File: src/rtl/vga_out_de2.sv
// 640x480@60 timing from a 50 MHz clock with a 25 MHz pixel enable; colour and syncs to the ADV7123 DAC.
// One pixel (2 clk) from pixel_x/pixel_y to the pins for colour, blank and syncs. No backpressure: free-running.
module vga_out_de2 #(
    parameter int HD = 640,
    parameter int HF = 16,
    parameter int HB = 48,
    parameter int HR = 96,
    parameter int VD = 480,
    parameter int VF = 10,
    parameter int VB = 33,
    parameter int VR = 2
) (
    input  logic        clk,
    input  logic        reset,
    input  logic [29:0] color_in,
    output logic [9:0]  pixel_x,
    output logic [9:0]  pixel_y,
    output logic        video_on,
    output logic        p_tick,
    output logic        frame_tick,
    output logic [9:0]  vga_r,
    output logic [9:0]  vga_g,
    output logic [9:0]  vga_b,
    output logic        vga_hsync,
    output logic        vga_vsync,
    output logic        vga_blank_n,
    output logic        vga_sync_n,
    output logic        vga_clk
);
    localparam logic [9:0] H_LAST   = 10'(HD + HF + HB + HR - 1);
    localparam logic [9:0] V_LAST   = 10'(VD + VF + VB + VR - 1);
    localparam logic [9:0] H_VIS    = 10'(HD);
    localparam logic [9:0] V_VIS    = 10'(VD);
    localparam logic [9:0] HS_FIRST = 10'(HD + HF);
    localparam logic [9:0] HS_LAST  = 10'(HD + HF + HR - 1);
    localparam logic [9:0] VS_FIRST = 10'(VD + VF);
    localparam logic [9:0] VS_LAST  = 10'(VD + VF + VR - 1);

    logic       r_mod2;
    logic       r_vga_clk;
    logic [9:0] r_h;
    logic [9:0] r_v;
    logic [9:0] r_r;
    logic [9:0] r_g;
    logic [9:0] r_b;
    logic       r_blank_n;
    logic       r_hsync;
    logic       r_vsync;

    logic       w_h_end;
    logic       w_v_end;
    logic       w_video;
    logic       w_hsync;
    logic       w_vsync;

    assign w_h_end = (r_h == H_LAST);
    assign w_v_end = (r_v == V_LAST);
    assign w_video = (r_h < H_VIS) && (r_v < V_VIS);
    assign w_hsync = ~((r_h >= HS_FIRST) && (r_h <= HS_LAST));
    assign w_vsync = ~((r_v >= VS_FIRST) && (r_v <= VS_LAST));

    // vga_clk tracks the mod-2 register, so it rises one clk after the output registers update.
    always_ff @(posedge clk or posedge reset) begin
        if (reset) begin
            r_mod2    <= 1'b0;
            r_vga_clk <= 1'b0;
        end else begin
            r_mod2    <= ~r_mod2;
            r_vga_clk <= ~r_mod2;
        end
    end

    always_ff @(posedge clk or posedge reset) begin
        if (reset) begin
            r_h <= 10'd0;
            r_v <= 10'd0;
        end else if (r_mod2) begin
            if (w_h_end) begin
                r_h <= 10'd0;
                if (w_v_end) begin
                    r_v <= 10'd0;
                end else begin
                    r_v <= r_v + 10'd1;
                end
            end else begin
                r_h <= r_h + 10'd1;
            end
        end
    end

    always_ff @(posedge clk or posedge reset) begin
        if (reset) begin
            r_r       <= 10'd0;
            r_g       <= 10'd0;
            r_b       <= 10'd0;
            r_blank_n <= 1'b0;
            r_hsync   <= 1'b1;
            r_vsync   <= 1'b1;
        end else if (r_mod2) begin
            r_r       <= w_video ? color_in[29:20] : 10'd0;
            r_g       <= w_video ? color_in[19:10] : 10'd0;
            r_b       <= w_video ? color_in[9:0]   : 10'd0;
            r_blank_n <= w_video;
            r_hsync   <= w_hsync;
            r_vsync   <= w_vsync;
        end
    end

    assign pixel_x     = r_h;
    assign pixel_y     = r_v;
    assign video_on    = w_video;
    assign p_tick      = r_mod2;
    assign frame_tick  = r_mod2 && (r_h == 10'd0) && (r_v == 10'd0);
    assign vga_r       = r_r;
    assign vga_g       = r_g;
    assign vga_b       = r_b;
    assign vga_hsync   = r_hsync;
    assign vga_vsync   = r_vsync;
    assign vga_blank_n = r_blank_n;
    assign vga_sync_n  = 1'b0;
    assign vga_clk     = r_vga_clk;
endmodule
File: config.mk
export PLATFORM = sky130hd
export DESIGN_NAME = vga_out_de2
export DESIGN_NICKNAME = d
export VERILOG_FILES = /design/src/rtl/vga_out_de2.sv
export SDC_FILE = /design/constraint.sdc
export NUM_CORES = 1
export LEC_CHECK = 0
export BUFFER_PORTS_ARGS = -buffer_cell sky130_fd_sc_hd__buf_2
export CAP_MARGIN = 20
export CORE_MARGIN = 2
export CORE_UTILIZATION = 44
export CTS_CLUSTER_SIZE = 12
export DETAILED_ROUTE_END_ITERATION = 7
export PLACE_DENSITY = 0.79
export RECOVER_POWER = 50
export SLEW_MARGIN = 20
export SYNTH_ARGS = -nofsm -noshare
export SYNTH_HDL_FRONTEND = slang
export SYNTH_SLANG_ARGS = --single-unit
File: constraint.sdc
create_clock -name clk -period 2.02 [get_ports clk]
set_input_delay 0.404 -clock clk [delete_from_list [all_inputs] [get_ports clk]]
set_output_delay 0.404 -clock clk [all_outputs]
set_load 0.01 [all_outputs]
==> results_dict.tcl <==
set metrics [dict create \
    slowest_delay_ns 0.41 \
    rr_worst_depth 5 \
    cts_buffers 5 \
    outcome "finished with violations" \
    synth-main-ff-cell "dfrtp_1" \
    cp_cell_sequence "inv_2 -> ha_4 -> nor4b_4 -> nand4_1 -> nor3_2 -> buf_2" \
    syn2layout_area_growth_pct 29.2 \
    p_leak_nw 1.56 \
    postCtsHoldBufs 0 \
    crit_arrival_ns 1.63 \
    coreArea_mm2 0.00551 \
    p_per_area_mw_per_mm2 620 \
    max-vdd-ir-drop_v 0.000319 \
    postRouteAntennaNets 0 \
    maxSlewViolCount 0 \
    overflow 0 \
    cp_slowest_cell "dfrtp_1" \
    place_hpwl_mm 4.22 \
    vias_per_cell 5.26 \
    num-fill-cells 502 \
    grt_pass1_vias 2006 \
    synth_compound_area_frac 0.148 \
    synthesis.area_mm2 0.00251 \
    drive_above_1_share 0.332 \
    period_share 1.01 \
    ctsLongestPathBuffers 2 \
    antenna_found_initial 0 \
    ys_warn_count 0 \
    wl_met3_um 322 \
    tns_ns -0.0135 \
    routed_wl_mm 6.05 \
    clock-root-buffer "clkbuf_8" \
    dpl_cell_area_mm2 0.00311 \
    yosys.area_share.adder 0.0200 \
    ioPinCount 90 \
    dr.max_layer_used "met4" \
    worstSetupPathType "flip-flop to primary output" \
    synth_area_per_cell_um2 10.4 \
    worst_slew_pin_slew_ns 1.29 \
    ys_types 42 \
    io_buffers 88 \
    insertion_delay_ns 0.31 \
    failed_checks "negative setup slack" \
    slew_headroom 0.138 \
    die_w_um 79.5 \
    synth_top_family_by_area "simple AND/OR/NAND/NOR gates" \
    drc 0 \
    syn-num-nets 276 \
    rsz0062_at_grt "true" \
    cts_tree "yes" \
    cts.htree.levels 2 \
    hp-class "primary input to flip-flop" \
    setup_viol 1 \
    finalHoldViolations 0 \
    synthXorXnorAreaFrac 0.0280 \
    fin_skew_ns 0.0117 \
    row_count 27 \
    wire_per_inst_um 14.7 \
    max_cap_viol_count 0 \
    cts.sinks 54 \
    grt_pass1_wl_mm 9.64 \
    period_minus_slack_ns 2.03 \
    hold_depth 3 \
    utilization 0.588 \
    timing.fmax_mhz 492 \
    num_vias 2167 \
    cp_max_fo 3 \
    synth-seq-cells 54 \
    design_area_mm2 0.00324 \
    place_ws_ns 0.113 \
    synth-edff-count 0 \
    startpoint_type "flip-flop" \
    antenna_cells 0 \
    die_area_mm2 0.00632 \
    gp_congestion 0.880 \
    track_usage 0.194 \
    dr.pass1.iters 4 \
    end_kind "primary output" \
    worst_ep_required_time_ns 1.62 \
    async_flop_share 1.00 \
    wl_met1_mm 2.67 \
    drt-initial-drc-count 153 \
    yosysSeqAreaShare 0.540 \
    grt_max_degree 55 \
    synth_mux_area_frac 0.0135 \
    fin_ws_ns -0.0135 \
    total_power_mw 2.01 \
    synthSimpleGateAreaFrac 0.203 \
    die_h_um 79.5 \
    initial_core_util 0.455 \
    wl_met2_mm 2.97 \
    final_net_count 375 \
    syn_inst 240 \
    path_clk_slew_ns 0.11 \
]
## power by group
part / switching, mW / internal (mW)
logic: 0.0722 / 0.0510
clock network: 0.379 / 0.377
registers: 0.0165 / 1.11
## cell families after synthesis
| logic type | after synthesis |
|---|---|
| DFF | 54 |
| and+or+nand+nor | 96 |
| AOI/OAI and AO/OA | 48 |
| adders and majority gates | 4 |
| muxes | 3 |
| buffers and inverters | 26 |
| other | 1 |
| xor gates and xnor gates | 8 |
## metrics by stage
stage	hold slack, ns	std cells
after floorplan	0.491	240
after global placement	0.464	401
after detailed placement	0.468	401
after CTS	0.131	409
after global routing	0.318	412
final	0.317	412
## sequential cells by signal, indices dropped and copies added, names as in the netlist, 10 cells and up
name,flops
vga_b,10
pixel_x,10
pixel_y,10
vga_g,10
vga_r,10
## layer usage
layer / track usage / vias up
met5: 0 / -
met3: 0.0419 / 8
li1: - / 1049
met1: 0.252 / 1041
met2: 0.322 / 69
met4: 0.0621 / 0
## cells in the mapped netlist, drive strengths merged (2+ instances only)
library cell  number  share of area
dfrtp             52           0.52
nand2             46          0.069
o2bb2ai           30           0.10
clkbuf            14          0.021
nand3              9          0.018
nor2               9          0.013
inv                8          0.012
o21ai              7          0.014
nand4              6          0.017
nor4               5          0.017
xor2               5          0.017
buf                4          0.012
ha                 4          0.020
nor3               4          0.010
a21oi              3         0.0060
and4               3          0.010
mux2               3          0.013
nor3b              3         0.0090
xnor2              3          0.010
a21o               2         0.0060
and2               2         0.0050
and3               2         0.0050
dfstp              2          0.021
o31ai              2         0.0060
or3                2         0.0050
or4                2         0.0075
## critical path, delay by kind of cell (launching register included)
family                   cells  cell delay [ns]
adder cells (fa/ha/maj)      1             0.12
buffers and inverters        2             0.23
flip-flops                   1             0.41
AND/OR/NAND/NOR              3             0.54
## placed cells by master (no fill, tap or decap), types with 2 or more instances in the layout
cell type,n
o31ai_1,2
nor3_1,2
o2bb2ai_1,30
clkbuf_1,25
clkbuf_8,5
inv_2,2
dfstp_2,2
a21oi_1,2
nor4_1,3
nor4_2,2
nand3_1,9
and3_1,2
o21ai_0,7
and4_1,3
buf_2,65
mux2_2,3
xnor2_1,3
or3_1,2
inv_1,6
a21o_1,2
nand4_1,5
ha_1,3
nor3_2,2
nand2_1,46
nor3b_1,2
xor2_1,5
clkbuf_2,2
buf_4,18
dfrtp_1,51
nor2_1,9
## layout make-up
| class | count | area (um2) | share of cell area |
|---|---|---|---|
| clock inverters | 3 | 47.5 | 0.0147 |
| well taps | 72 | 90.1 | 0.0278 |
| inverters | 8 | 30.0 | 0.00928 |
| clock buffers | 5 | 68.8 | 0.0213 |
| multi-input cells | 160 | 1080 | 0.334 |
| repair buffers | 110 | 564 | 0.174 |
| flip-flops and latches | 54 | 1360 | 0.419 |
## path summary, 6_finish.rpt
| path | start | to | slack [ns] |
|---|---|---|---|
| max | pixel_y[1] | frame_tick | -0.01 |
| min | color_in[2] | vga_b[2] | 0.32 |
| max reg2reg | pixel_x[0] | pixel_y[8] | 0.12 |
| min reg2reg | vga_g[3] | vga_g[3] | 0.49 |
| max in group asynchronous | reset | pixel_y[2] | 0.66 |
| min in group asynchronous | reset | vga_blank_n | 0.51 |
## repair_timing
item | in CTS | in global routing
pin swaps | 4 | 1
setup endpoints to repair | 2 | 2
resized for setup | 10 | 1
setup buffers | 1 | 3
Note: power is estimated with default switching activity, not from simulation.
